--- src/rtl/quadrature_pkg.sv ---
// Shared widths, defaults and Gray-state encoding for the quadrature decoder.
// gray_fwd() gives the next state in the forward rotation 00->01->11->10->00.
package quadrature_pkg;

    localparam int POSITION_WIDTH      = 13;
    localparam int ELEC_WIDTH          = 11;
    localparam int ELEC_PERIOD_DEFAULT = 1170;
    localparam int FILTER_LEN_DEFAULT  = 3;

    typedef enum logic [1:0] {
        GRAY_00 = 2'b00,
        GRAY_01 = 2'b01,
        GRAY_11 = 2'b11,
        GRAY_10 = 2'b10
    } gray_state_e;

    function automatic gray_state_e gray_fwd(input gray_state_e s);
        case (s)
            GRAY_00: return GRAY_01;
            GRAY_01: return GRAY_11;
            GRAY_11: return GRAY_10;
            default: return GRAY_00;
        endcase
    endfunction

endpackage

--- src/rtl/input_filter.sv ---
// Two-flop synchronizer followed by a stability filter: o_level follows the pin
// only after FILTER_LEN equal consecutive synchronized samples; o_valid marks the first accepted level.
module input_filter
    import quadrature_pkg::*;
#(
    parameter int FILTER_LEN = FILTER_LEN_DEFAULT
) (
    input  logic clk,
    input  logic reset,
    input  logic i_pin,
    output logic o_level,
    output logic o_valid
);

    localparam int CW = $clog2(FILTER_LEN + 1);

    logic          r_sync1;
    logic          r_sync2;
    logic [1:0]    r_fill;
    logic          r_cand;
    logic [CW-1:0] r_cnt;
    logic [CW-1:0] w_next_cnt;

    always_comb begin
        // NOTE: default first so every path assigns w_next_cnt and no latch is inferred.
        w_next_cnt = r_cnt;
        if (r_sync2 != r_cand) begin
            w_next_cnt = CW'(1);
        end else if (r_cnt < CW'(FILTER_LEN)) begin
            w_next_cnt = r_cnt + 1'b1;
        end
    end

    // r_fill keeps post-reset zeros still inside the synchronizer from counting as samples.
    always_ff @(posedge clk) begin
        if (reset) begin
            r_sync1 <= 1'b0;
            r_sync2 <= 1'b0;
            r_fill  <= 2'b00;
            r_cand  <= 1'b0;
            r_cnt   <= '0;
            o_level <= 1'b0;
            o_valid <= 1'b0;
        end else begin
            // NOTE: non-blocking so the two flops form a real shift chain, not one wire.
            r_sync1 <= i_pin;
            r_sync2 <= r_sync1;
            r_fill  <= {r_fill[0], 1'b1};
            if (r_fill[1]) begin
                r_cand <= r_sync2;
                r_cnt  <= w_next_cnt;
                if (w_next_cnt == CW'(FILTER_LEN)) begin
                    o_level <= r_sync2;
                    o_valid <= 1'b1;
                end
            end
        end
    end

endmodule

--- src/rtl/quadrature_decoder.sv ---
// Quadrature decoder: filtered A/B/index feed a one-stage pipeline, then a decode
// stage updates a 13-bit mechanical count and a modulo-ELEC_PERIOD electrical count.
module quadrature_decoder
    import quadrature_pkg::*;
#(
    parameter int FILTER_LEN  = FILTER_LEN_DEFAULT,
    parameter int ELEC_PERIOD = ELEC_PERIOD_DEFAULT
) (
    input  logic                      clk,
    input  logic                      reset,
    input  logic                      enc_a,
    input  logic                      enc_b,
    input  logic                      enc_index,
    input  logic                      index_zero_en,
    input  logic                      clear,
    input  logic                      illegal_clear,
    output logic [POSITION_WIDTH-1:0] position,
    output logic [ELEC_WIDTH-1:0]     elec_angle,
    output logic                      direction,
    output logic                      step_valid,
    output logic                      illegal_transition
);

    logic w_a, w_b, w_idx;
    logic w_a_valid, w_b_valid, w_idx_valid;

    input_filter #(.FILTER_LEN(FILTER_LEN)) u_filt_a (
        .clk(clk), .reset(reset), .i_pin(enc_a), .o_level(w_a), .o_valid(w_a_valid)
    );
    input_filter #(.FILTER_LEN(FILTER_LEN)) u_filt_b (
        .clk(clk), .reset(reset), .i_pin(enc_b), .o_level(w_b), .o_valid(w_b_valid)
    );
    input_filter #(.FILTER_LEN(FILTER_LEN)) u_filt_idx (
        .clk(clk), .reset(reset), .i_pin(enc_index), .o_level(w_idx), .o_valid(w_idx_valid)
    );

    gray_state_e r_ab;
    gray_state_e r_ref;
    logic        r_ab_valid;
    logic        r_primed;
    logic        r_idx;
    logic        r_idx_valid;
    logic        r_idx_prev;
    logic        r_idx_prev_valid;

    logic                  w_decode;
    logic                  w_fwd;
    logic                  w_rev;
    logic                  w_illegal;
    logic                  w_index_zero;
    logic [ELEC_WIDTH-1:0] w_elec_inc;
    logic [ELEC_WIDTH-1:0] w_elec_dec;

    always_comb begin
        w_decode     = r_primed && r_ab_valid;
        w_fwd        = w_decode && (r_ab == gray_fwd(r_ref));
        w_rev        = w_decode && (gray_fwd(r_ab) == r_ref);
        w_illegal    = w_decode && ((r_ab ^ r_ref) == 2'b11);
        w_index_zero = index_zero_en && r_idx && !r_idx_prev && r_idx_prev_valid;
        w_elec_inc   = (elec_angle == ELEC_WIDTH'(ELEC_PERIOD - 1)) ? '0 : elec_angle + 1'b1;
        w_elec_dec   = (elec_angle == '0) ? ELEC_WIDTH'(ELEC_PERIOD - 1) : elec_angle - 1'b1;
    end

    // The first valid {A,B} becomes r_ref with r_primed still low, so it never counts.
    always_ff @(posedge clk) begin
        if (reset) begin
            r_ab               <= GRAY_00;
            r_ref              <= GRAY_00;
            r_ab_valid         <= 1'b0;
            r_primed           <= 1'b0;
            r_idx              <= 1'b0;
            r_idx_valid        <= 1'b0;
            r_idx_prev         <= 1'b0;
            r_idx_prev_valid   <= 1'b0;
            position           <= '0;
            elec_angle         <= '0;
            direction          <= 1'b0;
            step_valid         <= 1'b0;
            illegal_transition <= 1'b0;
        end else begin
            r_ab             <= gray_state_e'({w_a, w_b});
            r_ab_valid       <= w_a_valid && w_b_valid;
            r_idx            <= w_idx;
            r_idx_valid      <= w_idx_valid;
            r_idx_prev       <= r_idx;
            r_idx_prev_valid <= r_idx_valid;

            if (r_ab_valid) begin
                r_ref <= r_ab;
            end
            r_primed   <= r_primed || r_ab_valid;
            step_valid <= w_fwd || w_rev;
            if (w_fwd || w_rev) begin
                direction <= w_fwd;
            end

            // Clear and index zeroing override a coincident step's count but not its pulse.
            if (clear || w_index_zero) begin
                position   <= '0;
                elec_angle <= '0;
            end else if (w_fwd) begin
                position   <= position + 1'b1;
                elec_angle <= w_elec_inc;
            end else if (w_rev) begin
                position   <= position - 1'b1;
                elec_angle <= w_elec_dec;
            end

            if (w_illegal) begin
                illegal_transition <= 1'b1;
            end else if (illegal_clear) begin
                illegal_transition <= 1'b0;
            end
        end
    end

endmodule

--- config.mk ---
export PLATFORM = sky130hd
export DESIGN_NAME = quadrature_decoder
export DESIGN_NICKNAME = d
export VERILOG_FILES = /design/src/rtl/quadrature_pkg.sv /design/src/rtl/input_filter.sv /design/src/rtl/quadrature_decoder.sv
export SDC_FILE = /design/constraint.sdc
export NUM_CORES = 1
export LEC_CHECK = 0
export BUFFER_PORTS_ARGS = -buffer_cell sky130_fd_sc_hd__clkbuf_2
export CAP_MARGIN = 10
export CORE_MARGIN = 4
export CORE_UTILIZATION = 40
export DETAILED_ROUTE_END_ITERATION = 16
export HOLD_SLACK_MARGIN = 0.08
export PLACE_DENSITY = 0.61
export SYNTH_ARGS = -nofsm -noshare
export SYNTH_HDL_FRONTEND = slang
export SYNTH_SLANG_ARGS = --single-unit
export TNS_END_PERCENT = 5
--- constraint.sdc ---
create_clock -name clk -period 5.2 [get_ports clk]
set_input_delay 1.56 -clock clk [delete_from_list [all_inputs] [get_ports clk]]
set_output_delay 1.56 -clock clk [all_outputs]
set_load 0.02 [all_outputs]
==> results.toml <==
[place]
io_buffers = 34
hpwlAfterDp_um = 4596
place_inst = 487
place_congestion = 0.8315

[worst_setup_path]
end_kind = "register"
path_buf_inv = 1
startpoint_type = "primary input"
r2r_end = "position[11]"
cp.arrival_ns = 3.36
rrSetupSlack_ns = 2.17
slowest_stage = "or4_1"
cp_cell_sequence = "clkbuf_2, nor2_1, nand2_1, or4_1, nand3_1"
cp_top_family = "simple AND/OR/NAND/NOR gates"
cp_slowest_stage_delay_ns = 0.65
cp_max_fo = 32
r2r_cells = 9
critical_path_required_ns = 5.48
path_class = "primary input to register"
worstReg2RegStart = "r_ab[0]"

[logic_synthesis]
yosysUniqueCellTypes = 54
synthesis.area_um2 = 3114
yosysWarnings = 0
syn_area_per_cell_um2 = 8.417
synthesis.nets = 393
yosys-top-cells-count = "dfxtp_1 (60), nor2_1 (36), a21oi_1 (32), nand2_1 (32), nor2b_1 (15)"
synth_seq_cells = 60
synthFlopType = "dfxtp_1"
yosysMostFrequentCell = "dfxtp_1"
synth-async-reset-ratio = 0
yosys.area.top_type = "dfxtp_1"
synth-edff-count = 0
ys_seq_area_frac = 0.3857
synth_top_area_share = 0.3857
syn_inst = 370
synthTopCellsByArea = "dfxtp_1 (39%), ha_1 (5.6%), a21oi_1 (5.1%), nor2_1 (4.3%), nand2_1 (3.9%)"

[pwr]
switching_share = 0.2394
clock_power_share = 0.462
power_switching_uw = 219.2
p_leak_uw = 0.001482
peakVddDrop_uv = 165.4
combPwrFrac = 0.023
power_frac_seq = 0.515
power.internal_uw = 696.5
powerDensity_nw_per_um2 = 258.5

[cells_and_area]
n_antenna_cell = 0
layout-drive-gt1-share = 0.1535
nNetsFinal = 422
area_delta_synth_final_pct = 13.74
register_area_um2 = 1201
layout.cells.non_filler = 503
post-route-util = 0.4781
multiInputGateArea_um2 = 1798
fillers = 749

[routing]
via_per_inst = 5.370
drc = 0
postRouteAntennaNets = 0
wirelength_um = 6853
post_drt_wl_per_cell_um = 13.62
first_iter_violations = 156
vias = 2701
dr.pass1.iters = 4

[clock_tree]
ctsRootBufferMaster = "clkbuf_8"
h-tree-depth = 3
cts_buffers = 9
cts_hold_buf = 0
clk_pin_slew_ns = 0.07
cts_sinks = 60
clk_path_buf_depth = 2
cts_tree = "yes"
cts_resized = 0
cts_setup_buffers = 0
clk_latency_ns = 0.34

[grt]
grt_usage = 0.1558
grt_pass1_wl_um = 11290
antenna_found_initial = 0
overflow = 0
grt_pass1_vias = 2422
grt_max_degree = 33

[die]
pin_count = 35
die_h_um = 96.24
dieArea_um2 = 9261
core_area_um2 = 7408
rows = 31
fp.dieW_um = 96.24
start_util = 0.4204

[sta]
rsz0062_at_grt = "false"
tightest_slew_ns = 0.8590
setup_viol = 0
timing.final.crit_share = 0.5914
tns_ns = 0
clock_skew_ns = 0.008797
fmax_mhz = 325.2
holdWs_ns = 0.4320
maxSlewViolCount = 0
finalHoldViolations = 0
period_minus_slack_ns = 3.076
relSlewSlack = 0.4257

[outcome]
status = "finished clean"

[min_path]
worstHoldStart = "r_idx_valid"
min_to = "r_idx_prev_valid"
hold_path.class = "register to register"
hold_depth = 1

[run]
maxCapViolations = 0
==> final cells by class <==
cell class	instances	area share
sequential	60	0.3391
clock inverter	7	0.02155
clock buffer	9	0.03497
tap	99	0.03497
inverter	11	0.01166
timing repair buffer	35	0.05016
multi-input combinational	282	0.5076
==> worst reg2reg max path: stages (launching register included) <==
cell      delay, ns
dfxtp_1        0.39
xor2_1         0.18
nand4_2        0.52
ha_1           0.51
a21o_1         0.18
a21oi_1        0.30
o211ai_1       0.23
a311oi_1       0.38
or4_1          0.16
nand3_1        0.06
==> how the worst max path moves through the flow <==
stage                from            to  slack [ns]  cells after the start
2_1_floorplan  r_ab_valid  position[12]        2.64                      8
3_3_place_gp        reset  position[11]        1.76                      5
3_5_place_dp        reset   position[5]        1.70                      5
4_1_cts             reset   position[5]        2.07                      5
5_1_grt             reset  position[11]        1.86                      5
6_report            reset  position[11]        2.12                      5
==> stage by stage <==
stage	setup slack (ns)	cell area [µm²]	total power, µW
after floorplan	2.638	3114	496.3
after global placement	1.759	3342	502.6
final	2.124	3542	915.6
after global routing	1.859	3542	953.4
after detailed placement	1.699	3342	503.6
after CTS	2.073	3542	926.8
==> placed cells by master, fill, tap and decap left out, types with 4 or more instances in the layout <==
cell,instances
o211ai_1,4
ha_1,14
dfxtp_1,60
o21ai_0,14
nand2_1,32
nor3_1,13
nor2_1,36
a211oi_1,9
a311oi_1,4
a21oi_1,32
inv_1,10
nand2b_1,6
xnor2_1,7
clkbuf_8,9
nor2b_1,14
a31oi_1,4
xor2_1,10
and3_1,8
nand3_1,13
clkbuf_2,34
mux2i_1,9
nand4_1,6
==> state kept, by name, summed over array words and instances, names as in the netlist, 2 cells and up <==
signal	flops
elec_angle	11
position	13
r_ab	2
r_ref	2
u_filt_a.r_cnt	2
u_filt_b.r_cnt	2
u_filt_idx.r_cnt	2
==> power by group through the flow <==
| stage | Combinational, µW | Sequential [µW] | Clock (µW) |
|---|---|---|---|
| 2_1_floorplan | 17.3 | 479 | 0 |
| 3_3_place_gp | 20.9 | 482 | 0 |
| 3_5_place_dp | 21.6 | 482 | 0 |
| 4_1_cts | 21.6 | 471 | 434 |
| 5_1_grt | 24.4 | 472 | 457 |
| 6_report | 21.0 | 471 | 423 |
==> metal layers <==
layer	track usage	vias to the layer above	wire length [µm]
met5	0	-	0
met4	0.04739	0	70
met3	0.05317	7	305
met2	0.2427	46	3150
met1	0.2025	1265	3327
li1	-	1383	-
==> logic make-up after synthesis <==
logic type / count (synthesis) / synth area share
adders and majority gates: 15 / 0.06268
AOI/OAI and AO/OA: 90 / 0.1848
and+or+nand+nor: 151 / 0.2523
xor gates and xnor gates: 17 / 0.04781
buffers and inverters: 28 / 0.03777
DFF: 60 / 0.3857
muxes: 9 / 0.02893
No activity file was read; power rests on OpenSTA's default activity.
